===== config.mk =====
export PLATFORM = sky130hd
export DESIGN_NAME = mc_control_fsm
export DESIGN_NICKNAME = d
export VERILOG_FILES = /design/src/rtl/mc_defs.sv /design/src/rtl/mc_retire_counter.sv /design/src/rtl/mc_control_fsm.sv
export SDC_FILE = /design/constraint.sdc
export NUM_CORES = 1
export LEC_CHECK = 0
export CAP_MARGIN = 25
export CELL_PAD_IN_SITES_DETAIL_PLACEMENT = 0
export CELL_PAD_IN_SITES_GLOBAL_PLACEMENT = 2
export CORE_AREA = 8 8 129 71
export DETAILED_ROUTE_END_ITERATION = 16
export DIE_AREA = 0 0 137 79
export GPL_TIMING_DRIVEN = 0
export PLACE_DENSITY = 0.81
export SKIP_CTS_REPAIR_TIMING = 1
export SYNTH_ARGS = -nofsm -noshare
export SYNTH_HDL_FRONTEND = slang
export SYNTH_SLANG_ARGS = --single-unit

===== constraint.sdc =====
create_clock -name clk -period 2.4 [get_ports clk]
set_input_delay 0.48 -clock clk [delete_from_list [all_inputs] [get_ports clk]]
set_output_delay 0.48 -clock clk [all_outputs]
set_load 0.02 [all_outputs]

===== src/rtl/mc_defs.sv =====
// Shared encodings for the multicycle MIPS controller: FSM states, opcodes and
// datapath select codes, plus small decode helpers.
package mc_defs;

  typedef enum logic [3:0] {
    S_FETCH  = 4'd0,
    S_DECODE = 4'd1,
    S_MEMADR = 4'd2,
    S_MEMRD  = 4'd3,
    S_MEMWB  = 4'd4,
    S_MEMWR  = 4'd5,
    S_EXEC   = 4'd6,
    S_RTWB   = 4'd7,
    S_BRANCH = 4'd8,
    S_JUMP   = 4'd9,
    S_ADDIEX = 4'd10,
    S_ADDIWB = 4'd11
  } state_t;

  localparam logic [5:0] OP_RTYPE = 6'b000000;
  localparam logic [5:0] OP_LW    = 6'b100011;
  localparam logic [5:0] OP_SW    = 6'b101011;
  localparam logic [5:0] OP_BEQ   = 6'b000100;
  localparam logic [5:0] OP_ADDI  = 6'b001000;
  localparam logic [5:0] OP_J     = 6'b000010;

  localparam logic [1:0] ALUOP_ADD   = 2'b00;
  localparam logic [1:0] ALUOP_SUB   = 2'b01;
  localparam logic [1:0] ALUOP_FUNCT = 2'b10;

  localparam logic [1:0] SRCB_B       = 2'b00;
  localparam logic [1:0] SRCB_FOUR    = 2'b01;
  localparam logic [1:0] SRCB_IMM     = 2'b10;
  localparam logic [1:0] SRCB_IMM_SH2 = 2'b11;

  localparam logic [1:0] PCSRC_ALU    = 2'b00;
  localparam logic [1:0] PCSRC_ALUOUT = 2'b01;
  localparam logic [1:0] PCSRC_JUMP   = 2'b10;

  // Final state of every legal instruction; leaving it retires the instruction.
  function automatic logic is_retire(input state_t s);
    return (s == S_MEMWB) || (s == S_MEMWR) || (s == S_RTWB) ||
           (s == S_BRANCH) || (s == S_JUMP) || (s == S_ADDIWB);
  endfunction

  function automatic logic is_legal(input logic [5:0] op);
    return (op == OP_RTYPE) || (op == OP_LW) || (op == OP_SW) ||
           (op == OP_BEQ) || (op == OP_ADDI) || (op == OP_J);
  endfunction

endpackage


===== src/rtl/mc_retire_counter.sv =====
// Retired-instruction counter: wraps modulo 2^CNT_W, cleared by async reset.
module mc_retire_counter #(
  parameter int CNT_W = 32
) (
  input  logic             clk,
  input  logic             rst_n,
  input  logic             inc,
  output logic [CNT_W-1:0] count
);

  always_ff @(posedge clk or negedge rst_n) begin
    if (!rst_n) begin
      count <= '0;
    end else if (inc) begin
      count <= count + CNT_W'(1);
    end
  end

endmodule


===== src/rtl/mc_control_fsm.sv =====
// Moore controller for the multicycle MIPS datapath: sequences fetch/decode/
// execute/memory/write-back, counts retired instructions, flags bad opcodes.
module mc_control_fsm
  import mc_defs::*;
#(
  parameter int CNT_W = 32
) (
  input  logic             clk,
  input  logic             rst_n,
  input  logic             step_en,
  input  logic [5:0]       opcode,
  output logic             PCWrite,
  output logic             PCWriteCond,
  output logic             IorD,
  output logic             MemRead,
  output logic             MemWrite,
  output logic             MemtoReg,
  output logic             IRWrite,
  output logic             ALUSrcA,
  output logic             RegWrite,
  output logic             RegDst,
  output logic [1:0]       PCSource,
  output logic [1:0]       ALUOp,
  output logic [1:0]       ALUSrcB,
  output logic             illegal_op,
  output logic [CNT_W-1:0] instr_count
);

  state_t state_q;
  state_t state_d;
  logic   strobe_en;
  logic   pc_write_raw, pc_write_cond_raw, mem_read_raw;
  logic   mem_write_raw, ir_write_raw, reg_write_raw;

  always_ff @(posedge clk or negedge rst_n) begin
    if (!rst_n) begin
      state_q    <= S_FETCH;
      illegal_op <= 1'b0;
    end else begin
      if (step_en) begin
        state_q <= state_d;
      end
      // Single-cycle pulse; any edge without a fresh bad decode clears it.
      illegal_op <= step_en && (state_q == S_DECODE) && !is_legal(opcode);
    end
  end

  always_comb begin
    state_d = S_FETCH;
    case (state_q)
      S_FETCH:  state_d = S_DECODE;
      S_DECODE: begin
        case (opcode)
          OP_LW, OP_SW: state_d = S_MEMADR;
          OP_RTYPE:     state_d = S_EXEC;
          OP_BEQ:       state_d = S_BRANCH;
          OP_J:         state_d = S_JUMP;
          OP_ADDI:      state_d = S_ADDIEX;
          default:      state_d = S_FETCH;
        endcase
      end
      S_MEMADR: state_d = (opcode == OP_SW) ? S_MEMWR : S_MEMRD;
      S_MEMRD:  state_d = S_MEMWB;
      S_EXEC:   state_d = S_RTWB;
      S_ADDIEX: state_d = S_ADDIWB;
      default:  state_d = S_FETCH;
    endcase
  end

  always_comb begin
    pc_write_raw      = 1'b0;
    pc_write_cond_raw = 1'b0;
    mem_read_raw      = 1'b0;
    mem_write_raw     = 1'b0;
    ir_write_raw      = 1'b0;
    reg_write_raw     = 1'b0;
    IorD              = 1'b0;
    MemtoReg          = 1'b0;
    ALUSrcA           = 1'b0;
    RegDst            = 1'b0;
    PCSource          = PCSRC_ALU;
    ALUOp             = ALUOP_ADD;
    ALUSrcB           = SRCB_B;
    case (state_q)
      S_FETCH: begin
        mem_read_raw = 1'b1;
        ir_write_raw = 1'b1;
        pc_write_raw = 1'b1;
        ALUSrcB      = SRCB_FOUR;
      end
      S_DECODE: ALUSrcB = SRCB_IMM_SH2;
      S_MEMADR, S_ADDIEX: begin
        ALUSrcA = 1'b1;
        ALUSrcB = SRCB_IMM;
      end
      S_MEMRD: begin
        mem_read_raw = 1'b1;
        IorD         = 1'b1;
      end
      S_MEMWB: begin
        MemtoReg      = 1'b1;
        reg_write_raw = 1'b1;
      end
      S_MEMWR: begin
        mem_write_raw = 1'b1;
        IorD          = 1'b1;
      end
      S_EXEC: begin
        ALUSrcA = 1'b1;
        ALUOp   = ALUOP_FUNCT;
      end
      S_RTWB: begin
        RegDst        = 1'b1;
        reg_write_raw = 1'b1;
      end
      S_BRANCH: begin
        ALUSrcA           = 1'b1;
        ALUOp             = ALUOP_SUB;
        PCSource          = PCSRC_ALUOUT;
        pc_write_cond_raw = 1'b1;
      end
      S_JUMP: begin
        PCSource     = PCSRC_JUMP;
        pc_write_raw = 1'b1;
      end
      S_ADDIWB: reg_write_raw = 1'b1;
      default: ;
    endcase
  end

  // Reset is folded in so strobes drop immediately on async assertion.
  assign strobe_en   = step_en && rst_n;
  assign PCWrite     = pc_write_raw && strobe_en;
  assign PCWriteCond = pc_write_cond_raw && strobe_en;
  assign MemRead     = mem_read_raw && strobe_en;
  assign MemWrite    = mem_write_raw && strobe_en;
  assign IRWrite     = ir_write_raw && strobe_en;
  assign RegWrite    = reg_write_raw && strobe_en;

  mc_retire_counter #(
    .CNT_W (CNT_W)
  ) u_retire_counter (
    .clk   (clk),
    .rst_n (rst_n),
    .inc   (step_en && is_retire(state_q)),
    .count (instr_count)
  );

endmodule

==> flow_metrics.env <==
export IMPL_htree_num_levels=2
export IMPL_cts_tree="built"
export IMPL_vias=1696
export IMPL_synth_edf_count=0
export IMPL_grtUsageTotal_pct=10.2
export IMPL_rsz0062_at_grt="yes"
export IMPL_min_delay_path_class="in2async"
export IMPL_gr_total_overflow=0
export IMPL_synth_adder_area_share_pct=1.13
export IMPL_r2r_start="state_q[0]$_DFFE_PN0P_"
export IMPL_cp_end_kind="primary output"
export IMPL_setup_viol=0
export IMPL_drc=0
export IMPL_post_drt_via_cell_ratio=4.60
export IMPL_maxCapViolations=0
export IMPL_io_pins=58
export IMPL_numClockSinks=37
export IMPL_synth_area_um2=2000
export IMPL_crit_required_ps=1920
export IMPL_insertion_delay_ps=280
export IMPL_synthXorXnorAreaFrac_pct=15.7
export IMPL_max_slew_margin_pct=52.3
export IMPL_routed_wl_um=5340
export IMPL_yosys_warnings=0
export IMPL_diodes=0
export IMPL_cp_top_family="buffers and inverters"
export IMPL_placed_area_um2=2670
export IMPL_worstMarginPinSlew_ps=710
export IMPL_reg2reg_to="u_retire_counter.count[31]$_DFFE_PN0P_"
export IMPL_yosysUniqueCellTypes=37
export IMPL_finalHoldViolations=0
export IMPL_timing_critical_path_buf_inv=3
export IMPL_coreArea_um2=7540
export IMPL_place_congestion=0.764
export IMPL_critPathMaxFanout=10
export IMPL_period_share_pct=98.0
export IMPL_fin_hold_ws_ps=199
export IMPL_stdcell_area_um2=2870
export IMPL_synth_top_family_by_area="simple AND/OR/NAND/NOR gates"
export IMPL_dr_first_iter_drc_count=99
export IMPL_synth_nets=216
export IMPL_cts_buffers=5
export IMPL_ys_flop_type="dfrtp_1"
export IMPL_avgSynthCellArea_um2=9.71
export IMPL_timing_reg2reg_worst_path_depth=6
export IMPL_finalSetupTns_ps=0
export IMPL_crit_slowest_cell="clkdlybuf4s50_1"
export IMPL_die_area_um2=10800
export IMPL_fin_nets=278
export IMPL_cpPeakStageDelay_ps=610
export IMPL_start_util_pct=26.5
export IMPL_synthMuxAreaShare_pct=0.563
export IMPL_finalMaxSlewViolations=0
export IMPL_yosysSeqAreaShare_pct=46.3
export IMPL_arrival_ps=1870
export IMPL_synth_area_top_cells="dfrtp_1, xnor2_1, xor2_1, nand3_1, nand4_1"
export IMPL_io_buffers=55
export IMPL_rows=23
export IMPL_die_width_um=137
export IMPL_fp_dieH_um=79
export IMPL_clock_root_buffer="clkbuf_16"
export IMPL_power_uw=2190
export IMPL_ys_async_sr_fraction_pct=100
export IMPL_clkSlewWorstSetupHoldPaths_ps=60
export IMPL_antenna_found_initial=0
export IMPL_synth_seq_cells=37
export IMPL_synth_simple_area_share_pct=28.3
export IMPL_ant_nets=0
export IMPL_finalClockSkew_ps=6.86
export IMPL_rrSetupSlack_ps=290
export IMPL_leakage_uw=0.00131
export IMPL_powerDensity_nw_per_um2=765
export IMPL_clk_path_buf_depth=2
export IMPL_n_fill_cell=774
export IMPL_wl_per_cell_um=14.5
export IMPL_clock_fmax_ghz=0.425
export IMPL_status="completed"
export IMPL_postSynthCellCount=206
export IMPL_worst_setup_path_start_kind="flip-flop"
export IMPL_area_growth_syn_to_layout_pct=43.3
export IMPL_grt_max_degree=39
export IMPL_grt_pass1_wl_um=8830
export IMPL_fin_crit_ps=2350
export IMPL_layout_drive_gt1_share_pct=13.0
export IMPL_grt_pass1_vias=1611
export IMPL_synth_compound_area_share_pct=5.07
export IMPL_ir_drop_mv=0.386
export IMPL_firstDrtPassIters=4
export IMPL_worstSetupPathType="reg2out"
export IMPL_place_detailed_hpwl_um=4020
export IMPL_cp_cell_sequence="buf_2 > clkbuf_2 > a21oi_1 > nor2_1 > clkdlybuf4s50_1"
export IMPL_critical_path_startpoint="state_q[0]$_DFFE_PN0P_"
export IMPL_yosys_area_top_type="dfrtp_1"
export IMPL_synthDominantCellAreaShare_pct=46.3
[cells in the mapped netlist (2+ instances only)]
library cell  count
nor4_2            2
a31oi_1           4
nor3b_1           3
nor2b_1           2
dfrtp_1          37
nor2_1           15
nand4_1          10
nor3_1            8
or2_2             2
inv_1             2
o21ai_0           6
xor2_1           11
buf_2             4
nor4_1            6
buf_1             2
nand2b_1          5
clkbuf_1          6
nand2_1          15
and4_1            4
xnor2_1          23
a21oi_1           3
and3_1            5
nand3_1          17
[cell type report]
| type | count | area, um2 | share of cell area [%] |
|---|---|---|---|
| inverters | 2 | 7.51 | 0.262 |
| clock buffers | 5 | 125 | 4.37 |
| multi-input cells | 155 | 1030 | 36.0 |
| flip-flops and latches | 37 | 926 | 32.3 |
| repair buffers | 55 | 548 | 19.1 |
| clock inverters | 3 | 46.3 | 1.62 |
| well taps | 100 | 125 | 4.37 |
| plain buffers | 12 | 55.1 | 1.92 |
[metrics by stage]
stage,utilization (%),std cells,setup WS (ps)
detailed placement,35.4,361,-645
floorplan,-,206,213
global route,38.0,369,-66.4
global placement,35.5,361,-1820
finish,38.0,369,47.6
CTS,37.7,369,-626
[per-layer routing]
layer  routed length, um  global-route usage, %  vias up
met3                 421                   3.84        4
met4                  31                   2.58        0
met5                   0                      0        -
met2                2120                   13.6       39
met1                2770                   14.8      802
li1                    -                      -      851
[worst max path at each step]
stage / cells after the start / endpoint / slack (ps)
after CTS: 4 / PCWrite / -630
final: 5 / ALUSrcB[1] / 50
after detailed placement: 4 / PCWrite / -640
after global placement: 4 / PCWrite / -1820
after global routing: 5 / ALUSrcB[1] / -70
after floorplan: 5 / RegWrite / 210
[cells in the final DEF (no fill, tap or decap), types with 7 or more instances in the layout]
cell and count:
nand2_1 14, dfrtp_1 37, xnor2_1 23, clkdlybuf4s50_1 39, nand4_1 10, clkbuf_2 9, nand3_1 17, nor2_1 15
xor2_1 11, dlymetal6s2s_1 10, nor3_1 7
[sequential cells by signal, summed over array words and instances, names as in the netlist]
register,count
u_retire_counter.count,32
state_q,4
illegal_op,1
[kinds of logic after synthesis]
group | count (synthesis)
xor gates and xnor gates | 35
AOI/OAI and AO/OA | 17
muxes | 1
buffers and inverters | 14
DFF | 37
adders and majority gates | 2
and+or+nand+nor | 100
[power by group]
part,switching (uW),internal [uW],total [uW],leakage (uW)
Sequential,61.2,680,742,0.000505
Combinational,411,289,701,0.000723
Clock,257,491,749,0.0000800
Total,730,1460,2190,0.00131
Note: power is estimated with default switching activity, not from simulation.
